$ cat config.mk
export PLATFORM = sky130hd
export DESIGN_NAME = clk_div_ctrl
export DESIGN_NICKNAME = d
export VERILOG_FILES = /design/src/rtl/clk_div_ctrl.sv
export SDC_FILE = /design/constraint.sdc
export NUM_CORES = 1
export LEC_CHECK = 0
export CELL_PAD_IN_SITES_DETAIL_PLACEMENT = 0
export CELL_PAD_IN_SITES_GLOBAL_PLACEMENT = 1
export CORE_UTILIZATION = 40
export DETAILED_ROUTE_END_ITERATION = 6
export HOLD_SLACK_MARGIN = 0.05
export PLACE_DENSITY = 0.82
export SETUP_SLACK_MARGIN = 0.02
export SYNTH_ARGS = -nofsm -noshare
export SYNTH_HDL_FRONTEND = slang
export SYNTH_SLANG_ARGS = --single-unit
$ cat constraint.sdc
create_clock -name clk -period 10.1 [get_ports clk]
set_clock_uncertainty 0.1 [all_clocks]
set_input_delay 1.01 -clock clk [delete_from_list [all_inputs] [get_ports clk]]
set_output_delay 1.01 -clock clk [all_outputs]
set_load 0.05 [all_outputs]
$ cat src/rtl/clk_div_ctrl.sv
// rtl/clk_div_ctrl.sv - programmable clock divider with req/ack ratio change
// Ratio updates land only on a period boundary so clk_out never produces a runt pulse.
module clk_div_ctrl #(
  parameter int WIDTH       = 8,
  parameter int DEFAULT_DIV = 2
) (
  input  logic             clk,
  input  logic             reset,
  input  logic             en,
  input  logic             div_req,
  input  logic [WIDTH-1:0] div_val,
  output logic             div_ack,
  output logic             div_err,
  output logic             busy,
  output logic [WIDTH-1:0] cur_div,
  output logic             clk_out,
  output logic             tick
);

  typedef enum logic [1:0] {IDLE, RUN, PEND} state_t;

  state_t           state;
  logic [WIDTH-1:0] cnt;
  logic [WIDTH-1:0] pend;
  logic [WIDTH-1:0] next_cnt;
  logic [WIDTH-1:0] half;
  logic             wrap;
  logic             req_ok;
  logic             val_ok;

  assign wrap     = (state != IDLE) && (cnt == cur_div - WIDTH'(1));
  assign next_cnt = wrap ? '0 : cnt + WIDTH'(1);
  assign half     = cur_div >> 1;
  // A request is ignored in its ack cycle so one request yields one ack.
  assign req_ok   = div_req && !div_ack;
  assign val_ok   = div_val > WIDTH'(1);

  always_ff @(posedge clk or posedge reset) begin
    if (reset) begin
      state   <= IDLE;
      cnt     <= '0;
      pend    <= '0;
      cur_div <= WIDTH'(DEFAULT_DIV);
      clk_out <= 1'b0;
      tick    <= 1'b0;
      div_ack <= 1'b0;
      div_err <= 1'b0;
      busy    <= 1'b0;
    end else begin
      div_ack <= 1'b0;
      div_err <= 1'b0;
      tick    <= 1'b0;
      case (state)
        IDLE: begin
          cnt <= '0;
          if (req_ok) begin
            div_ack <= 1'b1;
            if (val_ok) cur_div <= div_val;
            else        div_err <= 1'b1;
          end
          if (en) begin
            state   <= RUN;
            clk_out <= 1'b1;
          end else begin
            clk_out <= 1'b0;
          end
        end
        RUN: begin
          if (req_ok && !val_ok) begin
            div_ack <= 1'b1;
            div_err <= 1'b1;
          end else if (req_ok && (wrap || !en)) begin
            cur_div <= div_val;
            div_ack <= 1'b1;
          end else if (req_ok) begin
            pend  <= div_val;
            busy  <= 1'b1;
            state <= PEND;
          end
          if (!en) begin
            state   <= IDLE;
            cnt     <= '0;
            clk_out <= 1'b0;
          end else begin
            cnt     <= next_cnt;
            clk_out <= next_cnt < half;
            tick    <= wrap;
          end
        end
        PEND: begin
          // The held request is already accepted; div_req/div_val are ignored here.
          if (!en || wrap) begin
            cur_div <= pend;
            div_ack <= 1'b1;
            busy    <= 1'b0;
            state   <= en ? RUN : IDLE;
          end
          if (!en) begin
            cnt     <= '0;
            clk_out <= 1'b0;
          end else begin
            cnt     <= next_cnt;
            clk_out <= next_cnt < half;
            tick    <= wrap;
          end
        end
        default: state <= IDLE;
      endcase
    end
  end

endmodule

==> results of run 1 <==
## layout by cell type (no fill, tap or decap), types with 3 or more instances in the layout
| cell | n |
|---|---|
| dfrtp_1 | 30 |
| clkdlybuf4s50_1 | 24 |
| inv_1 | 17 |
| mux2i_1 | 16 |
| nand2_1 | 16 |
| nor2_1 | 13 |
| ha_1 | 12 |
| xor2_1 | 9 |
| mux2_2 | 8 |
| nor3_1 | 7 |
| a21oi_1 | 7 |
| xnor2_1 | 6 |
| a22o_1 | 6 |
| and3_1 | 5 |
| nor2b_1 | 5 |
| clkbuf_8 | 5 |
| nand3_1 | 4 |
| o41ai_1 | 3 |
| a21o_1 | 3 |
| o21ai_0 | 3 |
| o31ai_1 | 3 |
## cell families (layout without fill, tap and decap cells)
group,count (synthesis),count (layout),synth area share [%]
AND/OR/NAND/NOR,58,58,14.7
AO/OA/AOI/OAI,41,41,15.8
flip-flops,31,31,37.0
buffers and inverters,28,50,6.13
multiplexers,26,26,13.0
XOR/XNOR,15,15,6.25
adder cells (fa/ha/maj),12,12,7.14
## how the worst max path moves through the flow
| stage | from | to | slack [ns] |
|---|---|---|---|
| after floorplan | cur_div[0]$_DFFE_PP0P_ | clk_out$_DFFE_PP0P_ | 6.46 |
| after global placement | cur_div[1]$_DFFE_PP1P_ | clk_out$_DFFE_PP0P_ | 6.65 |
| after detailed placement | cur_div[1]$_DFFE_PP1P_ | clk_out$_DFFE_PP0P_ | 6.56 |
| after CTS | cur_div[1]$_DFFE_PP1P_ | clk_out$_DFFE_PP0P_ | 6.52 |
| after global routing | cur_div[1]$_DFFE_PP1P_ | clk_out$_DFFE_PP0P_ | 6.25 |
| final | cur_div[1]$_DFFE_PP1P_ | clk_out$_DFFE_PP0P_ | 6.52 |
## power by group
group,switching (mW),internal (mW)
Combinational,0.236,0.160
Clock,0.0510,0.0984
Sequential,0.0534,0.171
## worst max-delay path, delay by kind of cell, from the launching register on
family                   cells  cell delay [ns]
AO/OA/AOI/OAI                5             0.89
XOR/XNOR                     1             0.14
adder cells (fa/ha/maj)      2             0.59
buffers and inverters        1             0.07
flip-flops                   1             0.57
AND/OR/NAND/NOR              4             1.08
## stage by stage
step	setup slack [ns]	instances	hold slack (ns)	cell area, sq um	utilization, %
2_1_floorplan	6.46	211	0.358	2100	-
3_3_place_gp	6.65	295	0.370	2370	46.7
3_5_place_dp	6.56	295	0.375	2370	46.7
4_1_cts	6.52	303	0.393	2510	49.4
5_1_grt	6.25	303	0.421	2510	49.4
6_report	6.52	303	0.390	2510	49.4
## metal layers
layer | GRT usage [%] | up-vias
met5 | 0 | -
met2 | 31.4 | 31
met4 | 6.29 | 0
met3 | 3.66 | 2
met1 | 27.6 | 780
li1 | - | 792
## registers in the layout, indices dropped and copies added, names as in the netlist, 2 cells and up
signal / count
cnt: 8
cur_div: 8
pend: 8
state: 2
## layout make-up
cell class                      count  share of cell area, %
Sequential cell                    31                   31.0
Inverter                           17                   2.54
Timing Repair Buffer               25                   9.88
Clock inverter                      3                   2.69
Clock buffer                        5                   2.74
Tap cell                           70                   3.49
Multi-Input combinational cell    152                   47.7
==> results.yml, run 1 <==
worst_setup_path:
  end_kind: "register"
  worst_path_most_repeated_cell: "ha_1"
  critical_path.cell_chain: "inv_1, ha_1, xor2_1, nand2_1, a2111oi_2, and3_4, nor2_1, ha_1, o21a_1, o2111ai_1, or3b_2, a21oi_1, o221ai_1"
  timing_worst_setup_path_type: "register to register"
  rr_startpoint: "cur_div[1]$_DFFE_PP1P_"
  crit_path_start_kind: "register"
  cp.arrival_ns: 3.63
  rrSetupSlack_ns: 6.52
  cp_slowest_stage_delay_ns: 0.57
  crit_path_max_fanout: 21
  timing.rr.end: "clk_out$_DFFE_PP0P_"
  required_ns: 10.15
  ff2ff_path_depth: 13
  cpMaxStageDelayCell: "dfstp_2"
yosys:
  synth_warnings: 0
  syn-num-nets: 235
  ys_ff_latch: 31
  synth_cells: 211
  syn_area_per_cell_sq_um: 9.96
  synth_top_area_cell: "dfrtp_1"
  ys.flop_type: "dfrtp_1"
  synth.area.top_cells: "dfrtp_1 36%, mux2i_1 7.6%, ha_1 7.1%"
  netlist_area_sq_um: 2100
  synth_edf_count: 0
  synth_cell_types: 47
  yosysSeqAreaShare_pct: 37.0
  yosysMostFrequentCell: "dfrtp_1"
  netlist_top_cells_count: "30 x dfrtp_1, 17 x inv_1, 16 x mux2i_1, 16 x nand2_1, 13 x nor2_1"
  yosys.area.top_type_share_pct: 35.7
  synthArstFlopShare_pct: 100
floorplan:
  die_y_um: 74.5
  core-area_sq_um: 5070
  initial_core_util_pct: 41.4
  dieWidth_um: 74.5
  rows: 26
  io_pins: 25
  dieArea_sq_um: 5550
timing:
  max_slew_margin_pct: 48.0
  grt_setup_unrepaired: "no"
  final-hold-violation-count: 0
  fin_setup_tns_ns: 0
  worst_pin_slew_ns: 0.780
  setup_violations: 0
  max_freq_ghz: 0.280
  finalCritPeriodShare_pct: 35.4
  finalCriticalPeriod_ns: 3.58
  final_max_slew_viol_count: 0
power:
  irDropWorstVdd_mv: 0.169
  power.total_mw: 0.770
  p_per_area_nw_per_um2: 307
  total_leakage_power_nw: 1.16
final_layout:
  fill_cells: 512
  syn_to_final_growth_pct: 19.3
  drive_above_1_share_pct: 12.4
  n_antenna_cell: 0
  layout.nets: 256
  multi_input_area_sq_um: 1200
  seqCellArea_sq_um: 777
routing:
  wirelength_met1_um: 2340
  num_vias: 1605
  top_layer: "met4"
  routed_wl_um: 4640
  drt_iter0_drc: 126
  drtPass1Iterations: 4
  wl_met2_um: 2120
  postRouteAntennaNets: 0
  wl_per_cell_um: 15.3
  met3_length_um: 156
  vias_per_cell: 5.30
  drt_drc_violations_left: 0
clocking:
  cts_setup_buffers: 0
  cts_root_buf: "clkbuf_8"
  htreeDepth: 2
  path_clk_slew_ns: 0.08
  cts_num_sinks: 31
  cts_hold_buf: 0
  clk_path_buf_depth: 2
  cts_tree: "built"
  cts_resized: 0
  cts_buffers: 5
  clkLatencyLatePin_ns: 0.28
run:
  maxCapViolCount: 0
grt:
  grt_overflow_total: 0
  grt_usage_pct: 19.9
  grt_pass1_wl_um: 8140
  grt_max_degree: 32
  grt_pass1_vias: 1627
  antenna_found_initial: 0
hold_path:
  min_to: "pend[5]$_DFFE_PP0P_"
  min-delay-start: "pend[5]$_DFFE_PP0P_"
  hold_path_class: "register to register"
  holdPathStages: 1
placement:
  gp_congestion: 0.887
  port_buffers: 24
  hpwl_um: 3430
run_status:
  status: "finished clean"
Note: power is estimated with default switching activity, not from simulation.
==> run 2: changes to the inputs <==
==> constraint.sdc (replaced) <==
create_clock -name clk -period 3.7 [get_ports clk]
set_clock_uncertainty 0.1 [all_clocks]
set_input_delay 0.37 -clock clk [delete_from_list [all_inputs] [get_ports clk]]
set_output_delay 0.37 -clock clk [all_outputs]
set_load 0.05 [all_outputs]
==> results.yml, run 2 (synthesized netlist as in run 1, its figures left out) <==
routing:
  routed_wl_um: 4760
  wl_per_cell_um: 15.6
  num_vias: 1600
  vias_per_cell: 5.25
  drt_drc_violations_left: 0
  drtPass1Iterations: 4
  drt_iter0_drc: 54
  postRouteAntennaNets: 0
clocking:
  clk_path_buf_depth: 2
  clkLatencyLatePin_ns: 0.29
  cts_tree: "built"
  cts_hold_buf: 0
  path_clk_slew_ns: 0.08
  htreeDepth: 2
  cts_setup_buffers: 0
  cts_root_buf: "clkbuf_8"
  cts_num_sinks: 31
  cts_resized: 0
  cts_buffers: 5
placement:
  gp_congestion: 0.795
  hpwl_um: 3490
  dp.cells: 297
  port_buffers: 24
floorplan:
  initial_core_util_pct: 41.4
  dieWidth_um: 74.5
  core-area_sq_um: 5070
  dieArea_sq_um: 5550
  rows: 26
  die_y_um: 74.5
  io_pins: 25
grt:
  grt_usage_pct: 19.2
  grt_pass1_wl_um: 7810
  grt_overflow_total: 0
  grt_pass1_vias: 1537
  grt_max_degree: 32
  antenna_found_initial: 0
timing:
  final-hold-violation-count: 0
  max_freq_ghz: 0.293
  hold_ws_ns: 0.355
  worst_pin_slew_ns: 0.778
  setup_violations: 0
  fin_setup_tns_ns: 0
  grt_setup_unrepaired: "no"
  finalCritPeriodShare_pct: 92.3
  finalCriticalPeriod_ns: 3.41
  max_slew_margin_pct: 48.1
  final_max_slew_viol_count: 0
final_layout:
  seqCellArea_sq_um: 777
  mostFrequentLayoutCells: "30 x dfrtp_1, 24 x clkdlybuf4s50_1, 17 x inv_1"
  layout.nets: 258
  drive_above_1_share_pct: 13.2
  n_antenna_cell: 0
  fill_cells: 502
  multi_input_area_sq_um: 1200
  syn_to_final_growth_pct: 19.2
  final_common_cell: "dfrtp_1"
  top_regs: "cnt: 8 flops, cur_div: 8 flops, pend: 8 flops"
  postLayoutCoreUtil_pct: 49.4
  final_cells: 305
power:
  total_leakage_power_nw: 1.17
  irDropWorstVdd_mv: 0.465
  p_per_area_nw_per_um2: 824
run_status:
  status: "finished clean"
run:
  maxCapViolCount: 0
worst_setup_path:
  crit_path_start_kind: "register"
  end_kind: "register"
  required_ns: 3.76
  crit_path_max_fanout: 11
  timing_worst_setup_path_type: "register to register"
  cp.arrival_ns: 3.48
hold_path:
  hold_path_class: "input pin to async pin"
==> run 2: cell types whose count changed in the layout (fill, tap and decap cells not counted) <==
cell,previous run,this run
buf_4,1,3
bufinv_16,2,1
clkbuf_8,5,6
clkinv_2,0,1
clkinvlp_4,1,0
==> run 2: worst paths after layout <==
path	start	endpoint	slack (ns)	cells past startpoint
setup / recovery	cur_div[1]$_DFFE_PP1P_	clk_out$_DFFE_PP0P_	0.29	13
hold / removal	reset	div_err$_DFF_PP0_	0.35	3
setup reg to reg	cur_div[1]$_DFFE_PP1P_	clk_out$_DFFE_PP0P_	0.29	13
hold reg to reg	pend[5]$_DFFE_PP0P_	pend[5]$_DFFE_PP0P_	0.39	1
max in group asynchronous	reset	cur_div[1]$_DFFE_PP1P_	2.82	3
min in group clk	pend[5]$_DFFE_PP0P_	pend[5]$_DFFE_PP0P_	0.39	1
==> run 2: layout make-up <==
cell class,instances,area share [%]
multi-input cells,152,47.8
flip-flops and latches,31,31.0
repair buffers,27,10.5
well taps,70,3.50
clock buffers,6,3.30
inverters,17,2.55
clock inverters,2,1.40
==> run 2: report_power, final <==
| part | internal (mW) | switching, mW | total, mW |
|---|---|---|---|
| Combinational | 0.445 | 0.661 | 1.11 |
| Clock | 0.218 | 0.140 | 0.358 |
| Sequential | 0.468 | 0.132 | 0.600 |
==> run 2: worst max-delay path, stage by stage (launching register included) <==
cell and delay, ns:
dfstp_2 0.57, inv_1 0.08, ha_1 0.29, xor2_1 0.14, nand2_1 0.08, a2111oi_2 0.33, and3_4 0.32, nor2_1 0.07
ha_1 0.29, o21a_1 0.12, o2111ai_1 0.13, or3b_2 0.48, a21oi_1 0.16, o221ai_1 0.13
==> run 2: through the flow <==
step	instance area (sq um)	total power, mW	setup slack [ns]
after floorplan	2100	1.39	0.0566
after global placement	2390	1.70	0.378
after detailed placement	2390	1.70	0.321
after CTS	2500	2.07	0.302
after global routing	2500	2.19	0.0910
final	2500	2.06	0.287
==> run 2: layer usage <==
layer  track usage (%)  wire length [um]  up-vias
li1                  -                 -      794
met1              25.8              2320      766
met2              31.2              2220       36
met3              4.07               175        4
met4              5.66                43        0
met5                 0                 0        -
==> run 3: changes to the inputs <==
--- a/config.mk
+++ b/config.mk
@@ -7,10 +7,12 @@
 export LEC_CHECK = 0
 export CELL_PAD_IN_SITES_DETAIL_PLACEMENT = 0
 export CELL_PAD_IN_SITES_GLOBAL_PLACEMENT = 1
-export CORE_UTILIZATION = 40
+export CORE_UTILIZATION = 39
 export DETAILED_ROUTE_END_ITERATION = 6
+export GPL_ROUTABILITY_DRIVEN = 0
 export HOLD_SLACK_MARGIN = 0.05
-export PLACE_DENSITY = 0.82
+export PLACE_DENSITY = 0.83
+export REMOVE_ABC_BUFFERS = 1
 export SETUP_SLACK_MARGIN = 0.02
 export SYNTH_ARGS = -nofsm -noshare
 export SYNTH_HDL_FRONTEND = slang
==> constraint.sdc (replaced) <==
create_clock -name clk -period 3 [get_ports clk]
set_clock_uncertainty 0.1 [all_clocks]
set_input_delay 0.3 -clock clk [delete_from_list [all_inputs] [get_ports clk]]
set_output_delay 0.3 -clock clk [all_outputs]
set_load 0.05 [all_outputs]
==> results.yml, run 3 (synthesized netlist as in run 1, its figures left out) <==
clocking:
  clk_path_buf_depth: 2
  cts_num_sinks: 31
  htreeDepth: 2
  cts_buffers: 5
  cts_root_buf: "clkbuf_8"
  path_clk_slew_ns: 0.07
  clkLatencyLatePin_ns: 0.28
  cts_tree: "built"
final_layout:
  syn_to_final_growth_pct: 31.2
  drive_above_1_share_pct: 25.0
  design_area_sq_um: 2760
  n_antenna_cell: 0
  mostFrequentLayoutCells: "32 x buf_4, 30 x dfrtp_1, 24 x clkdlybuf4s50_1"
  layout.nets: 287
  postLayoutCoreUtil_pct: 53.7
  final_common_cell: "buf_4"
  top_regs: "cnt: 8 flops, cur_div: 8 flops, pend: 8 flops"
routing:
  drt_iter0_drc: 29
  met3_length_um: 167
  num_vias: 1716
  drtPass1Iterations: 4
  drt_drc_violations_left: 0
  vias_per_cell: 5.14
  wirelength_met1_um: 2270
  wl_met2_um: 2290
  top_layer: "met4"
  postRouteAntennaNets: 0
  routed_wl_um: 4770
  wl_per_cell_um: 14.3
timing:
  fin_setup_tns_ns: -0.101
  setup_violations: 1
  final_max_slew_viol_count: 0
  finalCritPeriodShare_pct: 103
  grt_setup_unrepaired: "yes"
  worst_pin_slew_ns: 0.812
  final-hold-violation-count: 0
  finalWorstSetupSlack_ns: -0.101
  max_slew_margin_pct: 45.8
  finalCriticalPeriod_ns: 3.10
  max_freq_ghz: 0.322
worst_setup_path:
  cp_top_family: "simple AND/OR/NAND/NOR gates"
  cp_slowest_stage_delay_ns: 0.54
  ff2ff_path_depth: 13
  end_kind: "register"
  rrSetupSlack_ns: -0.10
  crit_path_max_fanout: 5
  cpMaxStageDelayCell: "dfstp_2"
  critical_path.cell_chain: "inv_2, ha_4, xor2_1, nand2_1, a2111oi_4, and3_4, nor2_2, ha_1, o21a_1, o2111ai_2, or3b_4, a21oi_4, o221ai_2"
  required_ns: 3.05
  crit_path_start_kind: "register"
  timing_worst_setup_path_type: "register to register"
  timing.rr.end: "clk_out$_DFFE_PP0P_"
  path_buf_inv: 1
  cp.arrival_ns: 3.15
  rr_startpoint: "cur_div[1]$_DFFE_PP1P_"
floorplan:
  initial_core_util_pct: 40.9
  io_pins: 25
  rows: 26
  die_y_um: 75.4
  dieArea_sq_um: 5690
  dieWidth_um: 75.4
  core-area_sq_um: 5140
placement:
  place_ws_ns: -0.295
  placed_cell_area_sq_um: 2530
  hpwl_um: 3580
  port_buffers: 24
grt:
  grt_usage_pct: 19.4
  grt_overflow_total: 0
  antenna_found_initial: 0
  grt_pass1_wl_um: 8200
  grt_pass1_vias: 1746
  grt_max_degree: 32
power:
  total_leakage_power_nw: 1.31
  p_per_area_nw_per_um2: 990
  irDropWorstVdd_mv: 0.577
run_status:
  status: "finished, violations left"
  violations: "negative setup slack"
run:
  maxCapViolCount: 0
hold_path:
  hold_path_class: "input pin to async pin"
## run 3: area by class of cell
class	instances	area, sq um
inverter	17	63.8
clock inverter	1	5.00
sequential	31	777
tap	70	87.6
timing repair buffer	56	480
multi-input combinational	152	1260
clock buffer	7	86.3
fill	486	2380
## run 3: routing by layer
layer / vias to the layer above / GRT usage (%)
met1: 826 / 25.1
met3: 5 / 3.70
met5: - / 0
li1: 854 / -
met4: 0 / 4.73
met2: 31 / 33.4
## run 3: timing repair
item                       in CTS  in global routing
setup endpoints to repair       1                  1
buffers inserted                8                  2
gates resized for setup         8                  2
hold buffers                    0                  0
pin swaps                      10                  2
## run 3: worst reg2reg max path, delay by kind of cell, from the launching register on
| kind | cells | cell delay, ns |
|---|---|---|
| xor+xnor | 1 | 0.17 |
| buf+inv | 1 | 0.05 |
| flops | 1 | 0.54 |
| compound gates | 5 | 0.73 |
| simple gates | 4 | 0.84 |
| fa+ha+maj | 2 | 0.54 |
## run 3: stage by stage
step / power (mW) / hold WS, ns / cells
after floorplan: 1.71 / 0.303 / 200
after global placement: 2.24 / 0.369 / 316
after detailed placement: 2.26 / 0.377 / 316
after CTS: 2.72 / 0.312 / 332
after global routing: 2.91 / 0.366 / 334
final: 2.73 / 0.295 / 334
## run 3: where the power goes
part           switching [mW]  total (mW)  internal [mW]  leakage [nW]
Sequential             0.0930       0.670          0.577         0.387
Combinational           0.955        1.72          0.761         0.875
Clock                   0.160       0.345          0.185        0.0482
Total                    1.21        2.73           1.52          1.31
## run 3: worst max path at each step
stage | start | end | slack [ns] | depth (start not counted)
floorplan | cur_div[0]$_DFFE_PP0P_ | clk_out$_DFFE_PP0P_ | -0.52 | 13
global placement | cur_div[1]$_DFFE_PP1P_ | clk_out$_DFFE_PP0P_ | -0.22 | 13
detailed placement | cur_div[1]$_DFFE_PP1P_ | clk_out$_DFFE_PP0P_ | -0.30 | 13
CTS | cur_div[1]$_DFFE_PP1P_ | clk_out$_DFFE_PP0P_ | -0.04 | 13
global route | cur_div[1]$_DFFE_PP1P_ | clk_out$_DFFE_PP0P_ | -0.24 | 13
finish | cur_div[1]$_DFFE_PP1P_ | clk_out$_DFFE_PP0P_ | -0.10 | 13
